<file path="src/rtl/riscv_pkg.sv">
// Shared RISC-V core definitions: architectural constants and small PC helpers.
package riscv_pkg;

    localparam int unsigned XLEN             = 32;
    localparam logic [31:0] NOP_INSTR        = 32'h0000_0013;
    localparam logic [31:0] DEFAULT_RESET_PC = 32'h0000_0000;

    function automatic logic [31:0] pcPlus4(input logic [31:0] pc);
        return pc + 32'd4;
    endfunction

endpackage

</file>
<file path="src/rtl/fetch_stage_if.sv">
// Instruction-memory request/response bus between the fetch stage and memory.
interface fetch_stage_if;
    import riscv_pkg::*;

    logic            req;
    logic [XLEN-1:0] addr;
    logic            gnt;
    logic            rvalid;
    logic [XLEN-1:0] rdata;

    modport master (output req, output addr, input gnt, input rvalid, input rdata);
    modport slave  (input req, input addr, output gnt, output rvalid, output rdata);

endinterface

</file>
<file path="src/rtl/fetch_fifo.sv">
// Small synchronous FIFO with clear; used for in-flight PCs and buffered responses.
module fetch_fifo #(
    parameter int unsigned WIDTH = 32,
    parameter int unsigned DEPTH = 2
) (
    input  logic                           clk,
    input  logic                           reset,
    input  logic                           clear,
    input  logic                           push,
    input  logic [WIDTH-1:0]               pushData,
    input  logic                           pop,
    output logic [WIDTH-1:0]               popData,
    output logic                           full,
    output logic                           empty,
    output logic [$clog2(DEPTH+1)-1:0]     count
);
    localparam int unsigned PTR_W = (DEPTH > 1) ? $clog2(DEPTH) : 1;
    localparam int unsigned CNT_W = $clog2(DEPTH + 1);

    logic [WIDTH-1:0] mem [DEPTH];
    logic [PTR_W-1:0] rdPtr, wrPtr;
    logic             doPush, doPop;

    function automatic logic [PTR_W-1:0] nextPtr(input logic [PTR_W-1:0] p);
        return (p == PTR_W'(DEPTH - 1)) ? '0 : p + 1'b1;
    endfunction

    assign empty   = (count == '0);
    assign full    = (count == CNT_W'(DEPTH));
    assign doPop   = pop & ~empty;
    // A push into a full FIFO is allowed only when a pop frees the slot in the same cycle.
    assign doPush  = push & (~full | doPop);
    assign popData = mem[rdPtr];

    always_ff @(posedge clk or negedge reset) begin
        if (!reset) begin
            rdPtr <= '0;
            wrPtr <= '0;
            count <= '0;
        end else if (clear) begin
            rdPtr <= '0;
            wrPtr <= '0;
            count <= '0;
        end else begin
            if (doPush) wrPtr <= nextPtr(wrPtr);
            if (doPop)  rdPtr <= nextPtr(rdPtr);
            count <= count + CNT_W'(doPush) - CNT_W'(doPop);
        end
    end

    always_ff @(posedge clk) begin
        if (doPush && !clear) mem[wrPtr] <= pushData;
    end

endmodule

</file>
<file path="src/rtl/fetch_stage.sv">
// Pipelined instruction fetch: PC generation, bounded outstanding requests,
// redirect squashing via a drop counter, and the IF/ID register.
module fetch_stage
    import riscv_pkg::*;
#(
    parameter logic [31:0] RESET_PC = DEFAULT_RESET_PC,
    parameter int unsigned FQ_DEPTH = 2
) (
    input  logic          clk,
    input  logic          reset,
    input  logic          StallF,
    input  logic          StallD,
    input  logic          FlushD,
    input  logic          PCSrcE,
    input  logic [31:0]   PCTargetE,
    fetch_stage_if.master imem,
    output logic [31:0]   InstrD,
    output logic [31:0]   PCD,
    output logic [31:0]   PCPlus4D,
    output logic          ValidD
);
    localparam int unsigned      CNT_W   = $clog2(FQ_DEPTH + 1);
    localparam logic [CNT_W:0]   MAX_OCC = (CNT_W + 1)'(FQ_DEPTH);

    logic [31:0]      PCF, heldAddr;
    logic             reqPending, reqStale;
    logic [CNT_W-1:0] dropCnt;
    logic             grant, staleGrant, keep, dropping, loadReal, bypass;
    logic [CNT_W:0]   occupancy, inFlightLeft;

    logic             ifEmpty, ifFull;
    logic [CNT_W-1:0] ifCount;
    logic [31:0]      ifHead;
    logic             rsPush, rsPop, rsEmpty, rsFull;
    logic [CNT_W-1:0] rsCount;
    logic [63:0]      rsHead;

    logic [31:0]      nextInstr, nextPC;
    logic             nextValid;

    assign occupancy  = {1'b0, ifCount} + {1'b0, rsCount};
    assign imem.req   = reset & (reqPending | ((occupancy < MAX_OCC) & ~StallF));
    assign imem.addr  = reqPending ? heldAddr : PCF;
    assign grant      = imem.req & imem.gnt;
    // A request redirected away while waiting for gnt still completes; its response is junk.
    assign staleGrant = grant & reqPending & reqStale;

    assign dropping   = imem.rvalid & (dropCnt != '0);
    assign keep       = imem.rvalid & (dropCnt == '0) & ~PCSrcE;
    assign loadReal   = ~StallD & ~FlushD & ~PCSrcE;
    assign rsPop      = loadReal & ~rsEmpty;
    // Empty buffer: a fresh response goes straight into IF/ID for rvalid+1 latency.
    assign bypass     = loadReal & rsEmpty & keep;
    assign rsPush     = keep & ~bypass;

    assign inFlightLeft = {1'b0, ifCount} + (CNT_W + 1)'(grant) - (CNT_W + 1)'(imem.rvalid);

    fetch_fifo #(.WIDTH(32), .DEPTH(FQ_DEPTH)) inflightQ (
        .clk      (clk),
        .reset    (reset),
        .clear    (1'b0),
        .push     (grant),
        .pushData (imem.addr),
        .pop      (imem.rvalid),
        .popData  (ifHead),
        .full     (ifFull),
        .empty    (ifEmpty),
        .count    (ifCount)
    );

    fetch_fifo #(.WIDTH(64), .DEPTH(FQ_DEPTH)) respFifo (
        .clk      (clk),
        .reset    (reset),
        .clear    (PCSrcE),
        .push     (rsPush),
        .pushData ({imem.rdata, ifHead}),
        .pop      (rsPop),
        .popData  (rsHead),
        .full     (rsFull),
        .empty    (rsEmpty),
        .count    (rsCount)
    );

    always_ff @(posedge clk or negedge reset) begin
        if (!reset) begin
            PCF        <= RESET_PC;
            heldAddr   <= RESET_PC;
            reqPending <= 1'b0;
            reqStale   <= 1'b0;
            dropCnt    <= '0;
        end else begin
            if (PCSrcE)                              PCF <= PCTargetE;
            else if (grant && !(reqPending && reqStale)) PCF <= pcPlus4(imem.addr);
            if (imem.req && !reqPending) heldAddr <= imem.addr;
            reqPending <= imem.req & ~imem.gnt;
            reqStale   <= imem.req & ~imem.gnt & (reqStale | PCSrcE);
            if (PCSrcE) dropCnt <= inFlightLeft[CNT_W-1:0];
            else        dropCnt <= dropCnt + CNT_W'(staleGrant) - CNT_W'(dropping);
        end
    end

    always_comb begin
        nextInstr = NOP_INSTR;
        nextPC    = PCD;
        nextValid = 1'b0;
        if (rsPop) begin
            nextInstr = rsHead[63:32];
            nextPC    = rsHead[31:0];
            nextValid = 1'b1;
        end else if (bypass) begin
            nextInstr = imem.rdata;
            nextPC    = ifHead;
            nextValid = 1'b1;
        end
    end

    always_ff @(posedge clk or negedge reset) begin
        if (!reset) begin
            InstrD   <= NOP_INSTR;
            PCD      <= RESET_PC;
            PCPlus4D <= pcPlus4(RESET_PC);
            ValidD   <= 1'b0;
        end else if (!StallD) begin
            InstrD   <= nextInstr;
            PCD      <= nextPC;
            PCPlus4D <= pcPlus4(nextPC);
            ValidD   <= nextValid;
        end
    end

`ifndef SYNTHESIS
    respNoOverflow: assert property (@(posedge clk) disable iff (!reset)
        !(keep && rsFull && !rsPop))
        else $error("fetch_stage: response arrived with response buffer full");
    queueConsistent: assert property (@(posedge clk) disable iff (!reset)
        !(imem.rvalid && ifEmpty) && !(grant && ifFull && !imem.rvalid))
        else $error("fetch_stage: in-flight queue under/overflow");
`endif

endmodule

</file>
<file path="src/flat_wrapper.sv">
// flat-port wrapper written by rule: the top's interface ports become plain ports
module fetch_stage_flat import riscv_pkg::*;
#(
    parameter logic [31:0] RESET_PC = DEFAULT_RESET_PC,
    parameter int unsigned FQ_DEPTH = 2
)
  (clk, reset, StallF, StallD, FlushD, PCSrcE, PCTargetE, InstrD, PCD, PCPlus4D, ValidD, imem_req, imem_addr, imem_gnt, imem_rvalid, imem_rdata);
  fetch_stage_if imem_i ();
  input  logic clk;
  input  logic reset;
  input  logic StallF;
  input  logic StallD;
  input  logic FlushD;
  input  logic PCSrcE;
  input  logic [31:0] PCTargetE;
  output logic [31:0] InstrD;
  output logic [31:0] PCD;
  output logic [31:0] PCPlus4D;
  output logic ValidD;
  output wire logic [$bits(imem_i.req)-1:0] imem_req;
  output wire logic [$bits(imem_i.addr)-1:0] imem_addr;
  input wire logic [$bits(imem_i.gnt)-1:0] imem_gnt;
  input wire logic [$bits(imem_i.rvalid)-1:0] imem_rvalid;
  input wire logic [$bits(imem_i.rdata)-1:0] imem_rdata;
  assign imem_req = imem_i.req;
  assign imem_addr = imem_i.addr;
  assign imem_i.gnt = imem_gnt;
  assign imem_i.rvalid = imem_rvalid;
  assign imem_i.rdata = imem_rdata;
  fetch_stage #(.RESET_PC(RESET_PC), .FQ_DEPTH(FQ_DEPTH)) u_core (.clk(clk), .reset(reset), .StallF(StallF), .StallD(StallD), .FlushD(FlushD), .PCSrcE(PCSrcE), .PCTargetE(PCTargetE), .imem(imem_i), .InstrD(InstrD), .PCD(PCD), .PCPlus4D(PCPlus4D), .ValidD(ValidD));
endmodule
</file>
<file path="config.mk">
export PLATFORM = sky130hd
export DESIGN_NAME = fetch_stage_flat
export DESIGN_NICKNAME = d
export VERILOG_FILES = /design/src/rtl/riscv_pkg.sv /design/src/rtl/fetch_stage_if.sv /design/src/rtl/fetch_fifo.sv /design/src/rtl/fetch_stage.sv /design/src/flat_wrapper.sv
export SDC_FILE = /design/constraint.sdc
export NUM_CORES = 1
export LEC_CHECK = 0
export ABC_AREA = 1
export CAP_MARGIN = 25
export CORE_MARGIN = 2
export CORE_UTILIZATION = 56
export DETAILED_ROUTE_END_ITERATION = 16
export PLACE_DENSITY_LB_ADDON = 0.15
export SYNTH_ARGS = -nofsm -noshare
export SYNTH_HDL_FRONTEND = slang
export SYNTH_SLANG_ARGS = --single-unit
</file>
<file path="constraint.sdc">
create_clock -name clk -period 5.79 [get_ports clk]
set_input_delay 0.579 -clock clk [delete_from_list [all_inputs] [get_ports clk]]
set_output_delay 0.579 -clock clk [all_outputs]
set_load 0.02 [all_outputs]
</file>
# --- Yosys cells after proc, flatten, opt, wreduce, memory -nomap -nowiden ---
# Memories as Yosys holds them, arrays and structs flattened.
# Index checks and enable logic that the tools add are counted.
word_totals:
  input_bits: 72
  n_memories: 2
  ramBits: 192
  output_inout_bits: 130
  reg_bits: 173
memory_table:
  columns: ["name", "words", "word_bits", "read_ports", "rd_ports_with_merged_regs", "wr", "line_no", "source"]
  rows:
  - ["u_core.respFifo.mem", 2, 64, 1, 0, 1, "fetch_fifo.sv:20", "logic [WIDTH-1:0] mem [DEPTH];"]
  - ["u_core.inflightQ.mem", 2, 32, 1, 0, 1, "fetch_fifo.sv:20", null]
op_classes:
  reduce_logical: 14
  bitwise: 34
  eq_ne: 2
  n_lt_le_gt_ge: 1
  addsub: 15
  mux: 23
ops:
  columns: ["operator", "count"]
  rows:
  - ["32-bit 2-to-1 mux", 7]
  - ["32-bit by 3-bit adder with 32-bit output (second input constant)", 2]
  - ["1-bit bitwise AND", 20]
  - ["1-bit 2-to-1 mux", 14]
  - ["1-bit NOT", 10]
  - ["2-bit by 1-bit adder with 2-bit output", 4]
  - ["2-bit nonzero test", 4]
  - ["2-bit by 1-bit subtractor with 2-bit output", 4]
  - ["2-bit logical NOT", 3]
  - ["1-bit adder (second input constant)", 4]
  - ["2-bit == test (second input constant)", 2]
  - ["1-bit logical AND", 4]
  - ["2-bit 2-to-1 mux", 2]
  - ["1-bit OR", 4]
  - ["2-bit by 2-bit adder with 3-bit output", 1]
  - ["1-bit logical NOT", 3]
  - ["3-bit by 2-bit < comparator with 1-bit output (second input constant)", 1]

# --- Longest topological paths before layout ---
logic_depth:
  depth_word: 11
  ltp_mapped: 18
  mapped_depth_nobuf: 17

# --- Hierarchy ---
# A second synthesis with hierarchy kept.
unflattened:
  hier_cells: 1819
  area_unflattened_um2: 16754.8
by_module_without_submodules:
  columns: ["module", "seq_area_each_um2", "area_each_um2", "n_inst", "cells_each"]
  rows:
  - ["fetch_stage", 4083.9, 9222.6, 1, 1236]
  - ["fetch_fifo (u_core.respFifo)", 3943.8, 4927.2, 1, 373]
  - ["fetch_fifo (u_core.inflightQ)", 2021.9, 2605.0, 1, 210]

# --- Worst setup path after synthesis ---
# Ideal clock, no wire load.
synth_timing:
  path_type: "input-to-reg"
  startpoint: "in PCSrcE"
  endpoint: "mem u_core.respFifo.mem[0][0], enable pin"
  cell_stages: 7
  path_buffers: 2
  arrival_time_ps: 4090
  path_slack_ps: 1214
  required_ps: 5303
  path_cell_list: "inv_2 nand2_2 nor2_4 buf_6 buf_2 o221ai_1 nor2_1"
synth_via:
  elab_chain_len: 10
  elab_cells_between_ends: 15
synth_rtl:
  columns: ["element", "line_no", "source"]
  rows:
  - ["start: declaration", "flat_wrapper.sv:14", "input logic PCSrcE;"]
  - ["1-bit NOT", "fetch_stage.sv:49, fetch_stage.sv:50", null]
  - ["1-bit bitwise AND", "fetch_stage.sv:50", "assign loadReal = ~StallD & ~FlushD & ~PCSrcE;"]
  - ["1-bit bitwise AND (2 in a row)", "fetch_stage.sv:53", "assign bypass = loadReal & rsEmpty & keep;"]
  - ["1-bit NOT", "fetch_stage.sv:54", "assign rsPush = keep & ~bypass;"]
  - ["1-bit bitwise AND", "fetch_stage.sv:54", null]
  - ["1-bit bitwise AND", "fetch_fifo.sv:32", "assign doPush = push & (~full | doPop);"]
  - ["1-bit logical AND *", "fetch_fifo.sv:52", "if (doPush && !clear) mem[wrPtr] <= pushData;"]
  - ["1-bit 2-to-1 mux *", "fetch_fifo.sv:52", null]
  - ["1-bit 2-to-1 mux (not written as such) *", "fetch_fifo.sv:52", null]
  - ["end: declaration", "fetch_fifo.sv:20", null]
# Mark *: on every way between the ends. The rest lies on a longest branch, timed or not.

# --- Worst setup path in the final report ---
layout_timing:
  startpoint: "reg u_core.reqPending"
  endpoint: "out imem_addr[16]"
layout_via:
  elab_chain_len: 1
layout_rtl:
  columns: ["element", "line_no", "source"]
  rows:
  - ["start: declaration", "fetch_stage.sv:26", "logic reqPending, reqStale;"]
  - ["start signal: assignment", "fetch_stage.sv:95", "reqPending <= imem.req & ~imem.gnt;"]
  - ["32-bit 2-to-1 mux", "fetch_stage.sv:43", "assign imem.addr = reqPending ? heldAddr : PCF;"]
  - ["end: declaration", "flat_wrapper.sv:21", "output wire logic [$bits(imem_i.addr)-1:0] imem_addr;"]
# No other way between the ends.

==> flow_summary.toml <==
[logic_synthesis]
synth_warnings = 0
async_reset_ff_share_pct = 47.11
syn_area_um2 = 16670
yosys.cell_types.count = 51
seq_area_frac_synth_pct = 60.28
avgSynthCellArea_um2 = 9.160
synth_enable_flop_cells = 192
synth-seq-cells = 363
synth_cells = 1820
synth_ff_type = "edfxtp_1"
syn_nets = 1902

[clocking]
cts_sinks = 363
cts_max_level = 2
cts_tree = "done"
cts_resized = 0
clk_pin_slew_ps = 60
numCtsBuffers = 39
cts_root_buffer = "clkbuf_16"
cts_setup_buffers = 0
postCtsHoldBufs = 1
clock_latency_ps = 520
clock_path_buffers = 3

[global_route]
grt_max_degree = 74
grt_pass1_vias = 12710
grt_util_all_layers_pct = 27.38
overflow = 0
grt_pass1_wl_um = 67390
grt_antenna_before_repair = 0

[drt]
drt_first_iter_violations = 1246
wirelength_um = 42210
wl_met2_um = 19580
met3WireLength_um = 2917
routedWlPerCell_um = 17.38
drtAntennaViolNets = 0
topRoutingLayerUsed = "met4"
vias = 13130
dr.pass1.iters = 5
met1_length_um = 18640
drc = 0
vias_per_cell = 5.404

[die]
core_area_um2 = 29480
die-height_um = 176.5
initial_utilization_pct = 56.55
die_w_um = 176.5
io_pins = 202
num_rows = 63
fp.dieArea_um2 = 31170

[pwr]
sw_frac_of_total_pct = 34.16
seq_power_share_pct = 39.0
power_w = 0.009173
power.density_nw_per_um2 = 450.3
p_int_w = 0.006040
p_leak_nw = 8.892
p_clk_share_pct = 29.4
p_sw_w = 0.003133
peakVddDrop_v = 0.0002706
comb_power_share_pct = 31.6

[cells_and_area]
n_antenna_cell = 0
layout_common_cells = "nand2_1, clkdlybuf4s50_1, edfxtp_1"
synthToLayoutAreaGrowth_pct = 22.20
design_area_um2 = 20370
drive_above_1_share_pct = 7.798
seqCellArea_um2 = 10050
multi_input_area_um2 = 5562
nFillCells = 2344
mostFrequentLayoutCell = "nand2_1"
post-route-util_pct = 69.10
nets = 2092

[sta]
fmax_mhz = 255.1
hold_violations = 0
tightest_slew_ps = 1041
rsz0062_at_grt = "false"
fin_skew_ps = 19.11
min_period_ps = 3920
slew_headroom_pct = 29.86
fin_tns_setup_ps = 0
finalCritPeriodShare_pct = 67.70
slew_viol_final = 0
setup_violations = 0

[placement]
placed_area_um2 = 18980
dp.final_hpwl_um = 28240
io_buffers = 201
gp_congestion = 0.9465

[setup_path]
critPathLaunchType = "flop"
crit_fanout = 17
crit_start = "u_core.reqPending$_DFF_PN0_"
criticalPathCategory = "reg2out"
crit_required_ps = 5210
r2r_slack_ps = 2230
r2r-start = "u_core.reqPending$_DFF_PN0_"
r2r-end = "u_core.PCF[30]$_DFFE_PN0P_"
crit_arrival_ps = 3340
end_kind = "output pin"
reg2reg_depth = 12

[worst_hold_path]
hold_end = "u_core.InstrD[4]$_DFFE_PN1N_"
min_from = "u_core.InstrD[4]$_DFFE_PN1N_"
min_path_type = "reg2reg"
worstHoldPathCells = 2

[run_status]
status = "complete, no violations"

[run]
max_cap_violations = 0
## flip-flops by register name, summed over array words and instances (netlist names)
name,count
u_core.InstrD,32
u_core.PCD,30
u_core.PCF,32
u_core.PCPlus4D,32
u_core.ValidD,1
u_core.dropCnt,2
u_core.heldAddr,32
u_core.inflightQ.count,2
u_core.inflightQ.mem,64
u_core.inflightQ.rdPtr,1
u_core.inflightQ.wrPtr,1
u_core.reqPending,1
u_core.reqStale,1
u_core.respFifo.count,2
u_core.respFifo.mem,128
u_core.respFifo.rdPtr,1
u_core.respFifo.wrPtr,1
## worst max-delay path by stage
stage,to,cells past startpoint
after global placement,u_core.PCPlus4D[20]$_DFFE_PN0N_,17
after CTS,imem_addr[16],3
after detailed placement,u_core.PCPlus4D[20]$_DFFE_PN0N_,17
after floorplan,u_core.respFifo.mem[0][0]$_DFFE_PP_,7
final,imem_addr[16],3
after global routing,imem_addr[16],3
## Yosys cell counts (4+ instances only)
library cell  number  area, um2
clkinv_1           4      15.01
nand3b_1           8      60.06
a31oi_1            5      31.28
inv_1            177      664.4
o21ai_0          105      525.5
o211ai_1          12      90.09
buf_2             23      115.1
nor2_4             7      78.83
nand3_1          137      685.7
clkbuf_1          32      120.1
buf_4              7      52.55
nor2_1            83      311.6
dfrtp_1          167       4179
nand2_1          665       2496
dfstp_2            4      105.1
o21ai_1           10      50.05
buf_6              6      67.56
buf_1              6      22.52
o22ai_1            8      50.05
o21a_1             5      37.54
xnor2_1           10      87.58
ha_1               9      112.6
edfxtp_1         192       5766
nand2_2           26      162.7
a21oi_1           18      90.09
or2_2              9      56.30
nor3_1            13      65.06
nand4_1            8      50.05
xor2_1            13      113.9
o21bai_1           6      45.04
nor2_2            13      81.33
inv_2              5      18.77
## area by class of cell
cell class | count | share of cell area (%)
clock buffers | 49 | 5.024
clock inverters | 21 | 1.744
inverters | 187 | 3.458
multi-input cells | 1196 | 27.30
flip-flops and latches | 363 | 49.34
well taps | 390 | 2.395
repair buffers | 223 | 10.74
## power groups by stage
stage / clock network (W) / logic (W) / registers, W
2_1_floorplan: 0 / 0.00153 / 0.00380
3_3_place_gp: 0 / 0.00281 / 0.00360
3_5_place_dp: 0 / 0.00287 / 0.00362
4_1_cts: 0.00272 / 0.00290 / 0.00357
5_1_grt: 0.00282 / 0.00320 / 0.00362
6_report: 0.00269 / 0.00290 / 0.00358
## metal layers
layer / track usage (%) / vias to the layer above
met4: 8.196 / 0
met5: 0 / -
li1: - / 6274
met2: 43.78 / 529
met1: 39.26 / 6249
met3: 3.876 / 75
## kinds of logic (layout without fill, tap and decap cells)
| logic type | count (synthesis) | after routing | share of synthesized area (%) |
|---|---|---|---|
| simple gates | 982 | 982 | 25.06 |
| xor+xnor | 23 | 23 | 1.208 |
| fa+ha+maj | 10 | 10 | 0.7956 |
| compound gates | 180 | 180 | 6.102 |
| flops | 363 | 363 | 60.28 |
| buf+inv | 261 | 480 | 6.492 |
| mux | 1 | 1 | 0.06004 |
## per-stage QoR
| stage | instances | hold WS (ps) | worst slack (ps) |
|---|---|---|---|
| final | 2429 | 468.7 | 1870 |
| after global routing | 2429 | 496.3 | 1747 |
| after CTS | 2429 | 472.4 | 1944 |
| after detailed placement | 2358 | 462.4 | 1714 |
| after global placement | 2357 | 457.7 | 1861 |
| after floorplan | 1820 | 283.4 | 1214 |
## worst max-delay path, cell delays in order, from the launching register on
cell and delay, ps:
dfrtp_1 770, inv_1 460, o21ai_0 830, clkdlybuf4s50_1 750
Power figures use the tool's default switching activity.
